**src/rtl/mem_burst_pkg.sv**
```systemverilog
// Shared types and helpers for the paged burst memory slave.
package mem_burst_pkg;

  // Controller states: waiting for an address cycle, or running beats.
  typedef enum logic [0:0] {
    IDLE  = 1'b0,
    BURST = 1'b1
  } state_t;

  // Type used for the burst length parameter.
  typedef int unsigned burst_len_t;

  // Width of a counter that must hold 0..n-1, never narrower than one bit.
  function automatic int unsigned clog2_min1(input burst_len_t n);
    int unsigned w;
    w = $clog2(n);
    return (w == 0) ? 1 : w;
  endfunction

  // True when n is a non-zero power of two.
  function automatic bit is_pow2(input burst_len_t n);
    return (n != 0) && ((n & (n - 1)) == 0);
  endfunction

endpackage

```
**src/rtl/mem_burst_addr_gen.sv**
```systemverilog
// Burst address register: loads on the address cycle and steps the in-page
// offset once per beat. The page bits never change during a burst.
// Define MEM_BURST_WRAP_EN to wrap within a BURST_LEN-aligned block instead
// of incrementing linearly through the page.
module mem_burst_addr_gen
  import mem_burst_pkg::*;
#(
  parameter int unsigned DATA_W    = 16,
  parameter int unsigned PAGE_W    = 4,
  parameter burst_len_t  BURST_LEN = 4
) (
  input  logic              clk,
  input  logic              resetH,
  input  logic              load_i,
  input  logic              incr_i,
  input  logic [DATA_W-1:0] addr_i,
  output logic [DATA_W-1:0] addr_o
);

  localparam int unsigned OFF_W = DATA_W - PAGE_W;

  if (BURST_LEN < 1 || BURST_LEN > (1 << OFF_W)) begin : g_len_chk
    $error("mem_burst_addr_gen: BURST_LEN %0d outside 1..2**%0d", BURST_LEN, OFF_W);
  end

  logic [DATA_W-1:0] addr_q, addr_d;
  logic [OFF_W-1:0]  off_q;
  logic [OFF_W-1:0]  off_next;

  assign off_q = addr_q[OFF_W-1:0];

`ifdef MEM_BURST_WRAP_EN
  if (!is_pow2(BURST_LEN)) begin : g_pow2_chk
    $error("mem_burst_addr_gen: wrapping bursts need a power-of-2 BURST_LEN, got %0d", BURST_LEN);
  end

  // Low bits covered by the mask wrap; the block-select bits above them hold.
  localparam logic [OFF_W-1:0] WRAP_MASK = OFF_W'(BURST_LEN - 1);
  assign off_next = (off_q & ~WRAP_MASK) | ((off_q + OFF_W'(1)) & WRAP_MASK);
`else
  // Natural OFF_W-bit overflow keeps the burst inside its page.
  assign off_next = off_q + OFF_W'(1);
`endif

  // Next address: load on acceptance, step the offset on each beat.
  always_comb begin
    // NOTE: assign a default first so every path drives addr_d and no latch is inferred.
    addr_d = addr_q;
    if (load_i) begin
      addr_d = addr_i;
    end else if (incr_i) begin
      addr_d = {addr_q[DATA_W-1 -: PAGE_W], off_next};
    end
  end

  // Address register with synchronous reset.
  always_ff @(posedge clk) begin
    // NOTE: state is updated with non-blocking assignments so all registers see pre-edge values.
    if (resetH) begin
      addr_q <= '0;
    end else begin
      addr_q <= addr_d;
    end
  end

  assign addr_o = addr_q;

endmodule

```
**src/rtl/mem_burst_ctrl.sv**
```systemverilog
// Paged burst memory slave on the multiplexed main bus. Decodes one page and
// runs a BURST_LEN-beat read or write burst against the memory array port.
// Optional build macro: MEM_BURST_WRAP_EN (wrapping bursts, see address generator).
module mem_burst_ctrl
  import mem_burst_pkg::*;
#(
  parameter int unsigned       DATA_W    = 16,
  parameter int unsigned       PAGE_W    = 4,
  parameter logic [PAGE_W-1:0] PAGE      = PAGE_W'(4'h2),
  parameter burst_len_t        BURST_LEN = 4
) (
  input  logic              clk,
  input  logic              resetH,
  input  logic              AddrValid,
  input  logic              rw,
  input  logic [DATA_W-1:0] AddrDataIn,
  output logic [DATA_W-1:0] AddrDataOut,
  output logic              AddrDataOE,
  output logic [DATA_W-1:0] MemAddr,
  output logic [DATA_W-1:0] MemDataIn,
  input  logic [DATA_W-1:0] MemDataOut,
  output logic              MemRdEn,
  output logic              MemWrEn,
  output logic              BurstDone
);

  localparam int unsigned      BEAT_W    = clog2_min1(BURST_LEN);
  localparam logic [BEAT_W-1:0] LAST_BEAT = BEAT_W'(BURST_LEN - 1);

  state_t            state_q, state_d;
  logic [BEAT_W-1:0] beat_q, beat_d;
  logic              rw_q, rw_d;
  logic              load;
  logic              incr;
  logic              page_hit;
  logic [DATA_W-1:0] addr_cur;

  assign page_hit = (AddrDataIn[DATA_W-1 -: PAGE_W] == PAGE);

  mem_burst_addr_gen #(
    .DATA_W    (DATA_W),
    .PAGE_W    (PAGE_W),
    .BURST_LEN (BURST_LEN)
  ) u_addr_gen (
    .clk    (clk),
    .resetH (resetH),
    .load_i (load),
    .incr_i (incr),
    .addr_i (AddrDataIn),
    .addr_o (addr_cur)
  );

  // State, beat counter and direction registers with synchronous reset.
  always_ff @(posedge clk) begin
    if (resetH) begin
      state_q <= IDLE;
      beat_q  <= '0;
      rw_q    <= 1'b0;
    end else begin
      state_q <= state_d;
      beat_q  <= beat_d;
      rw_q    <= rw_d;
    end
  end

  // Next-state logic and registered-state output decode.
  always_comb begin
    state_d     = IDLE;
    beat_d      = '0;
    rw_d        = rw_q;
    load        = 1'b0;
    incr        = 1'b0;
    AddrDataOut = '0;
    AddrDataOE  = 1'b0;
    MemAddr     = '0;
    MemDataIn   = '0;
    MemRdEn     = 1'b0;
    MemWrEn     = 1'b0;
    BurstDone   = 1'b0;

    case (state_q)
      IDLE: begin
        // Address cycles are only looked at here; during a burst they are ignored.
        if (AddrValid && page_hit) begin
          state_d = BURST;
          load    = 1'b1;
          rw_d    = rw;
        end
      end

      BURST: begin
        incr    = 1'b1;
        MemAddr = addr_cur;
        if (rw_q) begin
          MemRdEn     = 1'b1;
          AddrDataOE  = 1'b1;
          AddrDataOut = MemDataOut;
        end else begin
          MemWrEn   = 1'b1;
          MemDataIn = AddrDataIn;
        end
        BurstDone = (beat_q == LAST_BEAT);
        if (beat_q != LAST_BEAT) begin
          state_d = BURST;
          beat_d  = beat_q + BEAT_W'(1);
        end
      end

      default: state_d = IDLE;
    endcase
  end

endmodule
```
**config.mk**
```make
export PLATFORM = sky130hd
export DESIGN_NAME = mem_burst_ctrl
export DESIGN_NICKNAME = d
export VERILOG_FILES = /design/src/rtl/mem_burst_pkg.sv /design/src/rtl/mem_burst_addr_gen.sv /design/src/rtl/mem_burst_ctrl.sv
export SDC_FILE = /design/constraint.sdc
export NUM_CORES = 1
export LEC_CHECK = 0
export CORE_ASPECT_RATIO = 0.8
export CORE_MARGIN = 2
export CORE_UTILIZATION = 38
export DETAILED_ROUTE_END_ITERATION = 10
export PLACE_DENSITY = 0.85
export SLEW_MARGIN = 20
export SYNTH_ARGS = -nofsm -noshare
export SYNTH_HDL_FRONTEND = slang
export SYNTH_SLANG_ARGS = --single-unit
```
**constraint.sdc**
```tcl
create_clock -name clk -period 3.3 [get_ports clk]
set_input_delay 0.495 -clock clk [delete_from_list [all_inputs] [get_ports clk]]
set_output_delay 0.495 -clock clk [all_outputs]
set_load 0.01 [all_outputs]
```
==> summary.md, run 1 <==
| Metric | Value |
|---|---|
| Cell internal pwr | approximately 460 uW |
| RSZ-0062 raised after global routing | false |
| Fraction of layout cells with a size suffix above 1 | 0.0494 |
| FFs w/ async S/R, synth | 0 |
| Die area | about 3900 um2 |
| Via count | ~1500 |
| Clk Latency, worst-skew pair | between 0.2 and 0.3 ns |
| Tmin final | 2.80 ns |
| Cell taking the most area after synthesis | dfxtp_1 |
| Final setup vio count | 0 |
| Final hold violations | 0 |
| GP Congestion | approximately 0.8 |
| Nets@finish | about 280 |
| Max clock buf depth | 2 |
| Switching Fraction | 0.202 |
| CTS tree | yes |
| Worst Path Arrival | roughly 2.3 ns |
| Combinational share of power | 0.131 |
| Syn avg cell area | 8.03 um2 |
| Post-route DRC | 0 |
| Post-Layout Cell Count | roughly 290 |
| Placed insts | ~280 |
| Buf/Inv on CP | 2 |
| Seq cells post-synth | 20 |
| Status | completed |
| Initial antenna violation count | 0 |
| Slew HR | 0.398 |
| Fill cells | roughly 310 |
| Net Count, Synth | 201 |
| FP Rows | 19 |
| Initial Util | 0.390 |
| Clock Sink Count | 20 |
| Sequential power share | 0.437 |
| Actual slew at the worst max-slew pin | 0.900 ns |
| Net Switching | about 120 uW |
| Netlist cell types | 40 |
| Number of routed nets with antenna violations | 0 |
| Total wire length | roughly 3800 um |
| Power Density | around 260 nW/um2 |
| Crit. End Element | output port |
| Synth top area cells | dfxtp_1 (31%), and2_1 (15%), and3_1 (8.1%) |
| Synth Flop Type | dfxtp_1 |
| Post-CTS Setup Repair Bufs | 0 |
| DR vias/cell | ~5.1 |
| Vias in the first global route | roughly 1300 |
| Final setup TNS | 0 ns |
| Drt pass-1 iters | 4 |
| Core area | ~3400 um2 |
| Leak pwr | 0.000875 uW |
| Total Power | between 500 and 600 uW |
| VDD IR max | roughly 150 uV |
| Largest stage delay on the critical path | about 0.75 ns |
| Detailed placement HPWL | 2780 um |
| Max-cap check violation count | 0 |
| Cell family with most CP delay | simple AND/OR/NAND/NOR gates |
| Wirelength per Cell | approximately 13 um |
| Global-route wire length before repair | 6410 um |
| Final setup skew | 0.00286 ns |
| Syn Std Cell Area | between 1000 and 1500 um2 |
| Number of synthesized flops with an enable pin | 0 |
| Diodes inserted | 0 |
| Clock power share | 0.432 |
| Crit path launch type | flop |
| Critical path class | reg2out |
| Worst Path Max Fanout | 16 |
| Post-Synthesis Cells | about 160 |
| Most common cell after layout, fill and taps aside | clkdlybuf4s50_1 |
| Area fraction of the dominant cell type after synthesis | 0.306 |
| Post-CTS Resized | 0 |
| CP Cell Sequence | clkinv_1, nor2_1, and2_1, clkdlybuf4s50_1 |
| Global route overflow | 0 |
| GRT Total Usage | 0.203 |
| Number of DRC markers in iteration 0 | between 100 and 150 |
| Post-synthesis sequential area ratio | 0.306 |
| Chip width | between 60 and 70 um |
| HP Class | reg2reg |
| H-tree depth | 1 |
| Largest net degree at the start of global routing | 43 |
| Chip Height | 56.5 um |
| I/O pins | 88 |
| Max Slew Vio Count | 0 |
| CTS root buffer | clkbuf_8 |
| Area growth syn-to-layout | 71.0% |
| Most frequent cells in the layout | clkdlybuf4s50_1 (87), and2_1 (31), dfxtp_1 (20) |
| Clock-pin slew on the worst setup and hold paths | roughly 0.080 ns |
| YS warnings | 0 |
| CP max stage cell | nor2_1 |
| Final critical-path share of the clock period | 0.850 |
| F_max | approximately 0.36 GHz |
| CTS buffer count | 3 |
| Port buffer count | between 80 and 90 |
| Post-CTS Hold Buffers | 0 |
| Core Util, Final | 0.668 |
| Req. time, crit path | approximately 2.8 ns |
through the flow:
step	cell area (um2)	setup slack (ns)	hold slack, ns
finish	2240	0.496	0.452
global placement	2170	0.809	0.416
floorplan	1310	1.59	0.404
detailed placement	2170	0.729	0.444
global route	2240	0.327	0.469
CTS	2240	0.428	0.455
state kept, by name (all words and copies together), names as in the netlist:
| register | flops |
|---|---|
| beat_q | 2 |
| rw_q | 1 |
| state_q | 1 |
| u_addr_gen.addr_o | 16 |
per-layer routing:
metal | track usage | share of wire
met1 | 0.271 | 0.46
met2 | 0.324 | 0.48
met4 | 0.0577 | 0.012
met5 | 0 | 0
met3 | 0.0539 | 0.051
layout make-up:
type	count	area (um2)	area share
flip-flops and latches	20	400	0.179
clock buffers	3	41.3	0.0184
repair buffers	89	886	0.396
clock inverters	1	30.0	0.0134
inverters	3	11.3	0.00503
multi-input cells	127	817	0.365
well taps	42	52.6	0.0235
cell usage after synthesis, types with 2 or more instances:
master / instances
and2_1: 31
dfxtp_1: 20
and3_1: 17
nor2_1: 12
nand2_1: 8
nand3_1: 8
a21oi_1: 7
clkbuf_1: 7
a211oi_1: 4
nor3b_1: 4
a31oi_1: 3
nor3_1: 3
o21ai_0: 3
a311oi_1: 2
buf_4: 2
ha_1: 2
inv_1: 2
nor4_1: 2
o211ai_1: 2
o21a_1: 2
or3_1: 2
xor2_1: 2
power by group through the flow:
stage	sequential, uW	combinational [uW]	clock (uW)
after detailed placement	255	74.8	0
after floorplan	254	21.9	0
final	250	75.0	247
after CTS	250	75.3	248
after global routing	251	81.4	260
after global placement	255	74.2	0
final timing paths:
kind | slack [ns] | depth (start not counted) | to | from
worst max-delay path | 0.50 | 4 | MemDataIn[6] | state_q
worst min-delay path | 0.45 | 1 | beat_q[0] | beat_q[0]
worst max register to register | 1.63 | 5 | u_addr_gen.addr_o[11] | state_q
worst min register to register | 0.45 | 1 | beat_q[0] | beat_q[0]
kinds of logic after synthesis:
kind of cell | count (synthesis) | synth area share
buffers and inverters | 16 | 0.0698
AND/OR/NAND/NOR | 96 | 0.454
AO/OA/AOI/OAI | 26 | 0.130
XOR/XNOR | 2 | 0.0134
multiplexers | 1 | 0.00765
flip-flops | 20 | 0.306
adder cells (fa/ha/maj) | 2 | 0.0191
No activity file was read; power rests on OpenSTA's default activity.
==> run 2, diff against run 1 <==
--- a/config.mk
+++ b/config.mk
@@ -7,9 +7,9 @@
 export LEC_CHECK = 0
 export CORE_ASPECT_RATIO = 0.8
 export CORE_MARGIN = 2
-export CORE_UTILIZATION = 38
+export CORE_UTILIZATION = 36
 export DETAILED_ROUTE_END_ITERATION = 10
-export PLACE_DENSITY = 0.85
+export PLACE_DENSITY = 0.81
 export SLEW_MARGIN = 20
 export SYNTH_ARGS = -nofsm -noshare
 export SYNTH_HDL_FRONTEND = slang
==> constraint.sdc (replaced) <==
create_clock -name clk -period 2.65 [get_ports clk]
set_input_delay 0.3975 -clock clk [delete_from_list [all_inputs] [get_ports clk]]
set_output_delay 0.3975 -clock clk [all_outputs]
set_load 0.01 [all_outputs]
==> run 2 against run 1 <==
Clock skew increased by 0.0019 ns; routed wire length decreased by 1.2%; sequential cell count stayed put; global-route usage down 2.0 points; via count is 0.21% higher; power increased by 11%; sequential power grew 24%; worst setup slack worse by 0.13 ns; final cell count grew 0.70%.
==> summary.md, run 2 (synthesis gave the netlist of run 1 again) <==
| Metric | Value |
|---|---|
| Status | completed |
| Final critical-path share of the clock period | 0.862 |
| Critical path class | reg2out |
| Detailed placement HPWL | 2690 um (-3.2%) |
| Max-cap check violation count | 0 (unchanged) |
| HP Class | reg2reg |
| H-tree depth | 1 (unchanged) |
| Core Util, Final | 0.650 (-0.0181) |
| Buf/Inv on CP | 2 (unchanged) |
| VDD IR max | 307 uV (+100%) |
| Power Density | 285 nW/um2 (+11%) |
| Fraction of layout cells with a size suffix above 1 | 0.0612 (+0.0118) |
| Post-CTS Setup Repair Bufs | 0 (unchanged) |
| Chip Height | 57.9 um (+2.5%) |
| CP Cell Sequence | clkinv_1, nor2_2, and2_1, clkdlybuf4s50_1 |
| FP Rows | 19 (unchanged) |
| Max reg flops | 16 (unchanged) |
| CTS root buffer | clkbuf_8 |
| Clock-pin slew on the worst setup and hold paths | 0.07 ns (about the same) |
| Total Power | 637 uW (+11%) |
| Max Slew Vio Count | 0 (unchanged) |
| Worst Path Max Fanout | 16 (unchanged) |
| Core area | 3450 um2 (+2.8%) |
| Post-route DRC | 0 (unchanged) |
| Largest stage delay on the critical path | 0.53 ns (-0.22 ns) |
| GP Congestion | 0.820 (+1.4%) |
| CP max stage cell | clkdlybuf4s50_1 |
| DR top layer | met4 |
| DR vias/cell | 5.07 (-0.49%) |
| RSZ-0062 raised after global routing | false |
| Number of DRC markers in iteration 0 | 76 (-49%) |
| Chip width | 71.4 um (+2.6%) |
| Number of routed nets with antenna violations | 0 (unchanged) |
| Total wire length | 3760 um (-1.2%) |
| I/O pins | 88 (unchanged) |
| Area growth syn-to-layout | 71.1% (about the same) |
| Initial Util | 0.380 (-0.0108) |
| Largest net degree at the start of global routing | 43 (unchanged) |
| Clk Latency, worst-skew pair | 0.26 ns (about the same) |
| Crit path launch type | flop |
| Hold WS | 0.437 ns (-0.0155 ns) |
| Clock Sink Count | 20 (unchanged) |
| Global-route wire length before repair | 6110 um (-4.6%) |
| Req. time, crit path | 2.25 ns (-0.55 ns) |
| GRT Total Usage | 0.182 (-0.0204) |
| Placed insts | 283 (+0.71%) |
| Wirelength per Cell | 13.1 um (-1.8%) |
| Initial antenna violation count | 0 (unchanged) |
| Met2 wire len | 1760 um (-3.1%) |
| Tmin final | roughly 2.3 ns |
| CTS buffer count | 3 (unchanged) |
| Final hold violations | 0 (unchanged) |
| Met3 Wirelength | 298 um (+53%) |
| Vias in the first global route | 1354 (+2.7%) |
| Via count | 1456 (+0.21%) |
| Post-Layout Cell Count | 287 (+0.70%) |
| Drt pass-1 iters | 4 (unchanged) |
| Most frequent cells in the layout | clkdlybuf4s50_1 (87), and2_1 (31), dfxtp_1 (20) |
| Crit. End Element | output port |
| Cell family with most CP delay | simple AND/OR/NAND/NOR gates |
| CTS tree | yes |
| Final setup vio count | 0 (unchanged) |
| Actual slew at the worst max-slew pin | 0.771 ns (-0.129 ns) |
| Leak pwr | 0.000877 uW (+0.25%) |
| Diodes inserted | 0 (unchanged) |
| Most common cell after layout, fill and taps aside | clkdlybuf4s50_1 |
| Nets@finish | 284 (+0.71%) |
| F_max | 0.438 GHz |
| Global route overflow | 0 (unchanged) |
| Max clock buf depth | 2 (unchanged) |
| Port buffer count | 87 (unchanged) |
| Worst Path Arrival | 1.89 ns (-0.42 ns) |
| Die area | 4140 um2 (+5.2%) |
| Met1 Wirelength | 1700 um (-3.1%) |
| Final setup TNS | 0 ns (unchanged) |
| Final setup skew | 0.00480 ns (+0.00194 ns) |
| Slew HR | 0.485 (+0.0867) |
## run 2: per-layer routing
| metal | up-vias | global-route usage |
|---|---|---|
| li1 | 740 | - |
| met1 | 653 | 0.242 |
| met2 | 61 | 0.306 |
| met3 | 2 | 0.0452 |
| met4 | 0 | 0.0323 |
| met5 | - | 0 |
## run 2: stage by stage
step           instance area (um2)  setup WS (ns)
3_5_place_dp                  2180          0.347
3_3_place_gp                  2180          0.387
5_1_grt                       2240          0.198
6_report                      2240          0.367
4_1_cts                       2240         0.0565
2_1_floorplan                 1310           1.04
## run 2: final cells by class
cell class              count  area, um2
clock buffers               4       55.1
fillers                   308       1210
inverters                   3       11.3
multi-input cells         127        820
flip-flops and latches     20        400
well taps                  42       52.6
repair buffers             91        901
## run 2: timing repair
action | in CTS | in global routing
hold buffers | 0 | 0
gates resized for setup | 0 | 1
setup endpoints to repair | 0 | 16
## run 2: worst paths after layout
check	start	to	slack (ns)	depth (start not counted)
worst max-delay path	state_q	MemDataIn[15]	0.37	4
worst max register to register	state_q	u_addr_gen.addr_o[11]	1.00	5
worst min register to register	beat_q[0]	beat_q[0]	0.44	1
worst min-delay path	beat_q[0]	beat_q[0]	0.44	1
## run 2: where the power goes
group / switching, uW / internal, uW
sequential: 5.60 / 305
clock: 99.8 / 132
combinational: 32.6 / 62.3
total: 138 / 499
